**src/rtl/mux_rr_arbiter_pkg.sv**
```systemverilog
// Shared constants and types for the round-robin mux arbiter.
// State encodings, requester count and a one-hot helper.
package mux_rr_arbiter_pkg;

    localparam int NREQ = 4;

    typedef enum logic {
        IDLE  = 1'b0,
        GRANT = 1'b1
    } arb_state_t;

    function automatic logic [NREQ-1:0] onehot4(input logic [1:0] idx);
        return 4'b0001 << idx;
    endfunction

endpackage

```
**src/rtl/mux_rr_arbiter_if.sv**
```systemverilog
// Requester/downstream bundle of the round-robin mux arbiter.
// The arbiter uses the master modport; requesters and the sink use slave.
interface mux_rr_arbiter_if
    import mux_rr_arbiter_pkg::*;
#(
    parameter int DW = 8
);
    logic [NREQ-1:0]    req;
    logic [NREQ-1:0]    last;
    logic [NREQ*DW-1:0] in_data;
    logic               out_ready;
    logic [NREQ-1:0]    gnt;
    logic [1:0]         sel;
    logic               out_valid;
    logic [DW-1:0]      out_data;
    logic               busy;

    modport master (
        input  req, last, in_data, out_ready,
        output gnt, sel, out_valid, out_data, busy
    );

    modport slave (
        output req, last, in_data, out_ready,
        input  gnt, sel, out_valid, out_data, busy
    );
endinterface

```
**src/rtl/mux_rr_arbiter_rr_pick4.sv**
```systemverilog
// Combinational 4-way round-robin picker: first set req bit from ptr upward.
// Zero latency; no flow control of its own.
// idx is meaningless when any is low.
module rr_pick4
    import mux_rr_arbiter_pkg::*;
(
    input  logic [NREQ-1:0] req,
    input  logic [1:0]      ptr,
    output logic            any,
    output logic [1:0]      idx
);
    logic [1:0] cand;

    always_comb begin
        any  = |req;
        idx  = ptr;
        cand = ptr;
        // Walk from the farthest offset down so the nearest one overrides.
        for (int k = NREQ - 1; k >= 0; k--) begin
            cand = ptr + 2'(k);
            if (req[cand]) begin
                idx = cand;
            end
        end
    end
endmodule

```
**src/rtl/mux_rr_arbiter.sv**
```systemverilog
// Round-robin arbiter owning a 4:1 data mux; grant held until last beat or MAX_BEATS.
// Request-to-grant 1 cycle, one idle cycle after each release; data path is combinational.
// out_ready low stalls the owner indefinitely with count and grant held.
module mux_rr_arbiter
    import mux_rr_arbiter_pkg::*;
#(
    parameter int DW        = 8,
    parameter int MAX_BEATS = 4
) (
    input  logic             clk,
    input  logic             rst_n,
    mux_rr_arbiter_if.master bus
);
    arb_state_t      state_q, state_n;
    logic [1:0]      ptr_q, ptr_n;
    logic [1:0]      sel_q, sel_n;
    logic [NREQ-1:0] gnt_q, gnt_n;
    logic [7:0]      cnt_q, cnt_n;

    logic       pick_any;
    logic [1:0] pick_idx;
    logic       beat;

    rr_pick4 u_pick (
        .req (bus.req),
        .ptr (ptr_q),
        .any (pick_any),
        .idx (pick_idx)
    );

    assign bus.out_valid = (state_q == GRANT) && bus.req[sel_q];
    assign beat          = bus.out_valid && bus.out_ready;
    assign bus.out_data  = bus.in_data[sel_q*DW +: DW];
    assign bus.gnt       = gnt_q;
    assign bus.sel       = sel_q;
    assign bus.busy      = (state_q == GRANT);

    always_ff @(posedge clk) begin
        if (!rst_n) begin
            state_q <= IDLE;
            ptr_q   <= 2'd0;
            sel_q   <= 2'd0;
            gnt_q   <= '0;
            cnt_q   <= 8'd0;
        end else begin
            state_q <= state_n;
            ptr_q   <= ptr_n;
            sel_q   <= sel_n;
            gnt_q   <= gnt_n;
            cnt_q   <= cnt_n;
        end
    end

    always_comb begin
        state_n = state_q;
        ptr_n   = ptr_q;
        sel_n   = sel_q;
        gnt_n   = gnt_q;
        cnt_n   = cnt_q;
        unique case (state_q)
            IDLE: begin
                if (pick_any) begin
                    state_n = GRANT;
                    sel_n   = pick_idx;
                    gnt_n   = onehot4(pick_idx);
                    cnt_n   = 8'd0;
                end
            end
            GRANT: begin
                // An aborted request releases without counting a beat.
                if (!bus.req[sel_q] ||
                    (beat && (bus.last[sel_q] || (cnt_q + 8'd1 == 8'(MAX_BEATS))))) begin
                    state_n = IDLE;
                    ptr_n   = sel_q + 2'd1;
                    gnt_n   = '0;
                    cnt_n   = 8'd0;
                end else if (beat) begin
                    cnt_n = cnt_q + 8'd1;
                end
            end
            default: state_n = IDLE;
        endcase
    end
endmodule
```
**src/flat_wrapper.sv**
```systemverilog
// flat-port wrapper written by rule: the top's interface ports become plain ports
module mux_rr_arbiter_flat import mux_rr_arbiter_pkg::*;
#(
    parameter int DW        = 8,
    parameter int MAX_BEATS = 4
)
  (clk, rst_n, bus_req, bus_last, bus_in_data, bus_out_ready, bus_gnt, bus_sel, bus_out_valid, bus_out_data, bus_busy);
  mux_rr_arbiter_if #(.DW(DW)) bus_i ();
  input  logic clk;
  input  logic rst_n;
  input wire logic [$bits(bus_i.req)-1:0] bus_req;
  input wire logic [$bits(bus_i.last)-1:0] bus_last;
  input wire logic [$bits(bus_i.in_data)-1:0] bus_in_data;
  input wire logic [$bits(bus_i.out_ready)-1:0] bus_out_ready;
  output wire logic [$bits(bus_i.gnt)-1:0] bus_gnt;
  output wire logic [$bits(bus_i.sel)-1:0] bus_sel;
  output wire logic [$bits(bus_i.out_valid)-1:0] bus_out_valid;
  output wire logic [$bits(bus_i.out_data)-1:0] bus_out_data;
  output wire logic [$bits(bus_i.busy)-1:0] bus_busy;
  assign bus_i.req = bus_req;
  assign bus_i.last = bus_last;
  assign bus_i.in_data = bus_in_data;
  assign bus_i.out_ready = bus_out_ready;
  assign bus_gnt = bus_i.gnt;
  assign bus_sel = bus_i.sel;
  assign bus_out_valid = bus_i.out_valid;
  assign bus_out_data = bus_i.out_data;
  assign bus_busy = bus_i.busy;
  mux_rr_arbiter #(.DW(DW), .MAX_BEATS(MAX_BEATS)) u_core (.clk(clk), .rst_n(rst_n), .bus(bus_i));
endmodule
```
**config.mk**
```make
export PLATFORM = sky130hd
export DESIGN_NAME = mux_rr_arbiter_flat
export DESIGN_NICKNAME = d
export VERILOG_FILES = /design/src/rtl/mux_rr_arbiter_pkg.sv /design/src/rtl/mux_rr_arbiter_if.sv /design/src/rtl/mux_rr_arbiter_rr_pick4.sv /design/src/rtl/mux_rr_arbiter.sv /design/src/flat_wrapper.sv
export SDC_FILE = /design/constraint.sdc
export NUM_CORES = 1
export LEC_CHECK = 0
export BUFFER_PORTS_ARGS = -buffer_cell sky130_fd_sc_hd__buf_2
export CORE_UTILIZATION = 50
export DETAILED_ROUTE_END_ITERATION = 6
export PLACE_DENSITY = 0.84
export SYNTH_ARGS = -nofsm -noshare
export SYNTH_HDL_FRONTEND = slang
export SYNTH_SLANG_ARGS = --single-unit
```
**constraint.sdc**
```tcl
create_clock -name clk -period 6.2 [get_ports clk]
set_input_delay 0.31 -clock clk [delete_from_list [all_inputs] [get_ports clk]]
set_output_delay 0.31 -clock clk [all_outputs]
set_load 0.02 [all_outputs]
```
==> results.md <==
- Outcome: complete, no violations
- Number of flip-flops and latches in the synthesized netlist: 17
- Via/cell ratio: 6.18
- Share of cells above drive strength 1: 39.3%
- Diodes inserted: 0
- Reg power frac: 44.1%
- Routed len/inst: 15.0 um
- Highest net fanout along the worst path: 14
- PwrDens: 179 nW/um^2
- # fillers: 226
- Number of gates given a new drive strength after cts: 0
- Average cell area after synthesis: 8.68 um^2
- Number of antenna-violating nets in the routed design: 0
- Clock Sink Count: 17
- Max-slew violations: 0
- DR DRC count: 0
- Logic gate share of total power: 36.1%
- Met3 usage in global routing: 4.31%
- Drt first-iter violations: 42
- Combined area of the multi-input logic cells: 937 um^2
- Post-CTS Repair Setup Buffers: 0
- Share of power burned in the clock network: 19.8%
- Cell-internal power: 191 uW
- Chip Width: 53.4 um
- Seq/Total Area, Yosys: 25.8%
- Post-layout min period: 2.70 ns
- Clock Skew: 0.00442 ns
- Worst slack after detailed placement: 3.53 ns
- Wire length after detailed routing: 3540 um
- Largest area contributor in the netlist: dfxtp_1
- Fraction of synthesis flops using an asynchronous set or reset pin: 0%
- Core occupancy in the finished layout: 66.4%
- Effective utilization at floorplan: 53.3%
- Reg clk slew, reported paths: 0.10 ns
- Fraction of post-synthesis cell area in the top cell type by area: 25.8%
- Maximum operating frequency: 0.371 GHz
- Switching component of the power: 103 uW
- Slew of the pin with the lowest slew margin: 0.745 ns
- TritonCTS clock tree: yes
- Number of violations of the max-capacitance limit: 0
- Most used flip-flop cell after synthesis: dfxtp_1
- Number of flops mapped to enable cells by yosys: 0
- CP required: 6.42 ns
- Unrepaired setup endpoints after global routing: no
- Number of clock buffers inserted by TritonCTS: 3
- Fin nets: 252
- Maximum clock insertion buffer count: 2
- Ratio of final minimum period to clock period: 43.5%
- # IOs: 59
- Hold Vio Cnt, Final: 0
- Post-Synthesis Cells: 152
- Netlist area before placement: 1320 um^2
- Number of iterations in the first detailed-routing pass: 4
- Net switching share of the total power: 35.1%
- Aggregate negative setup slack: 0 ns
- Die footprint: 2850 um^2
- Most congested layer reported by global routing: met2
- Chip height: 53.4 um
- GRT overflow: 0
- Number of library cell types mapped by synthesis: 42
- Met2 GRT Util: 49.8%
- Cell leakage power: 0.690 nW
- FF+latch area: 340 um^2
- Wire length of the first global-routing pass: 5330 um
- Number of placement rows: 18
- Pin count of the biggest net entering global routing: 16
- Worst setup slack after layout: 3.50 ns
- Via count of the first global-routing pass: 1267
- Synth Warn #: 0
- Skew-Pair Late Insertion Delay: 0.29 ns
- Net count after synthesis: 197
- HPWL after DPL: 2780 um
- Met1 capacity usage during global routing: 27.7%
- Gpl congestion: 0.883
- Total global-route track usage: 26.1%
- Category of the most critical setup path: reg2reg
- Headroom to the max-slew limit: 50.3%
- Leading cell types in the layout, fill and taps excluded: buf_2 (58), nand2_1 (17), dfxtp_1 (17)
- Number of I/O port buffers: 58
- Peak supply drop: 0.149 mV
- Critical Path Start Type: register
- Setup Viol. Count Final: 0
- Root cell of the clock tree: clkbuf_4
- Type of destination of the critical path: register
- Core Region: 2480 um^2
- Initial antenna violation count: 0
- Layout Area Growth over Synthesis: 24.6%
- Worst min-delay path category: in2reg
- H-tree lvl count: 1
- Hold-fix buffers at CTS: 0
- Largest cells by area after synthesis: dfxtp_1 (26%), mux4_2 (17%), nand2_1 (4.8%), a21oi_1 (4.5%), nand3_1 (3.8%)
- Most common cell after layout, fill and taps aside: buf_2
- Via count of the routed design: 1458
- Data arrival time of the critical path: 2.92 ns
-- worst max-delay path, stage by stage (launching register included) --
cell,delay (ns)
dfxtp_1,0.82
mux4_2,0.63
nor2b_1,0.16
a21o_1,0.33
or4b_1,0.55
a21oi_1,0.15
-- power groups by stage --
stage	logic (mW)	registers [mW]	clock network, mW
2_1_floorplan	0.0710	0.129	0
3_3_place_gp	0.103	0.131	0
3_5_place_dp	0.106	0.132	0
4_1_cts	0.106	0.129	0.0600
5_1_grt	0.113	0.131	0.0642
6_report	0.106	0.130	0.0583
-- per-stage QoR --
step           cells  hold slack, ns  power [mW]  cell area (um^2)
2_1_floorplan    152           0.465       0.200              1320
3_3_place_gp     232           0.450       0.234              1620
3_5_place_dp     232           0.468       0.238              1620
4_1_cts          236           0.354       0.295              1640
5_1_grt          236           0.365       0.309              1640
6_report         236           0.364       0.294              1640
-- layer usage --
layer	vias up	wire length, um
li1	694	-
met1	683	1380
met2	73	1850
met3	8	264
met4	0	54
met5	-	0
-- registers in the layout, indices dropped and copies added (netlist names) --
name and count:
u_core.cnt_q 8, u_core.bus.sel 2, u_core.bus.busy 1, u_core.bus.gnt 4, u_core.ptr_q 2
-- cells in the mapped netlist, types with 2 or more instances --
cell and instances:
dfxtp_1 17, nand2_1 17, a21oi_1 12, mux4_2 10, nand3_1 10, nor2b_1 7
clkbuf_1 6, o21ai_0 6, a31oi_1 5, nor2_1 5, and3_1 4, nand2b_1 4
and2_1 3, inv_1 3, mux2i_1 3, nand3b_1 3, nor3_1 3, nor4_1 3
a21bo_2 2, a31o_2 2, ha_1 2, nand4_1 2, o31ai_1 2, or3_1 2
or4_1 2
-- layout make-up --
| cell class | count | area share, % |
|---|---|---|
| well taps | 30 | 2.28 |
| clock inverters | 1 | 0.304 |
| inverters | 3 | 0.685 |
| repair buffers | 58 | 17.7 |
| clock buffers | 3 | 1.37 |
| multi-input cells | 124 | 57.0 |
| flip-flops and latches | 17 | 20.7 |
-- final timing paths --
| path | start | end | slack [ns] | depth (start not counted) |
|---|---|---|---|---|
| worst min-delay path | rst_n | u_core.cnt_q[6] | 0.36 | 3 |
| worst max-delay path | u_core.bus.sel[0] | u_core.bus.gnt[2] | 3.50 | 5 |
| worst max register to register | u_core.bus.sel[0] | u_core.bus.gnt[2] | 3.50 | 5 |
| worst min register to register | u_core.bus.gnt[2] | u_core.bus.gnt[2] | 0.48 | 2 |
-- kinds of logic (layout without fill, tap and decap cells) --
family          count (synthesis)  after routing  synth area share [%]
buf+inv                        11             65                  3.22
compound gates                 37             37                  19.2
simple gates                   71             71                  29.9
mux                            13             13                  19.3
fa+ha+maj                       2              2                  1.90
xor+xnor                        1              1                 0.664
flops                          17             17                  25.8
No activity file was read; power rests on OpenSTA's default activity.
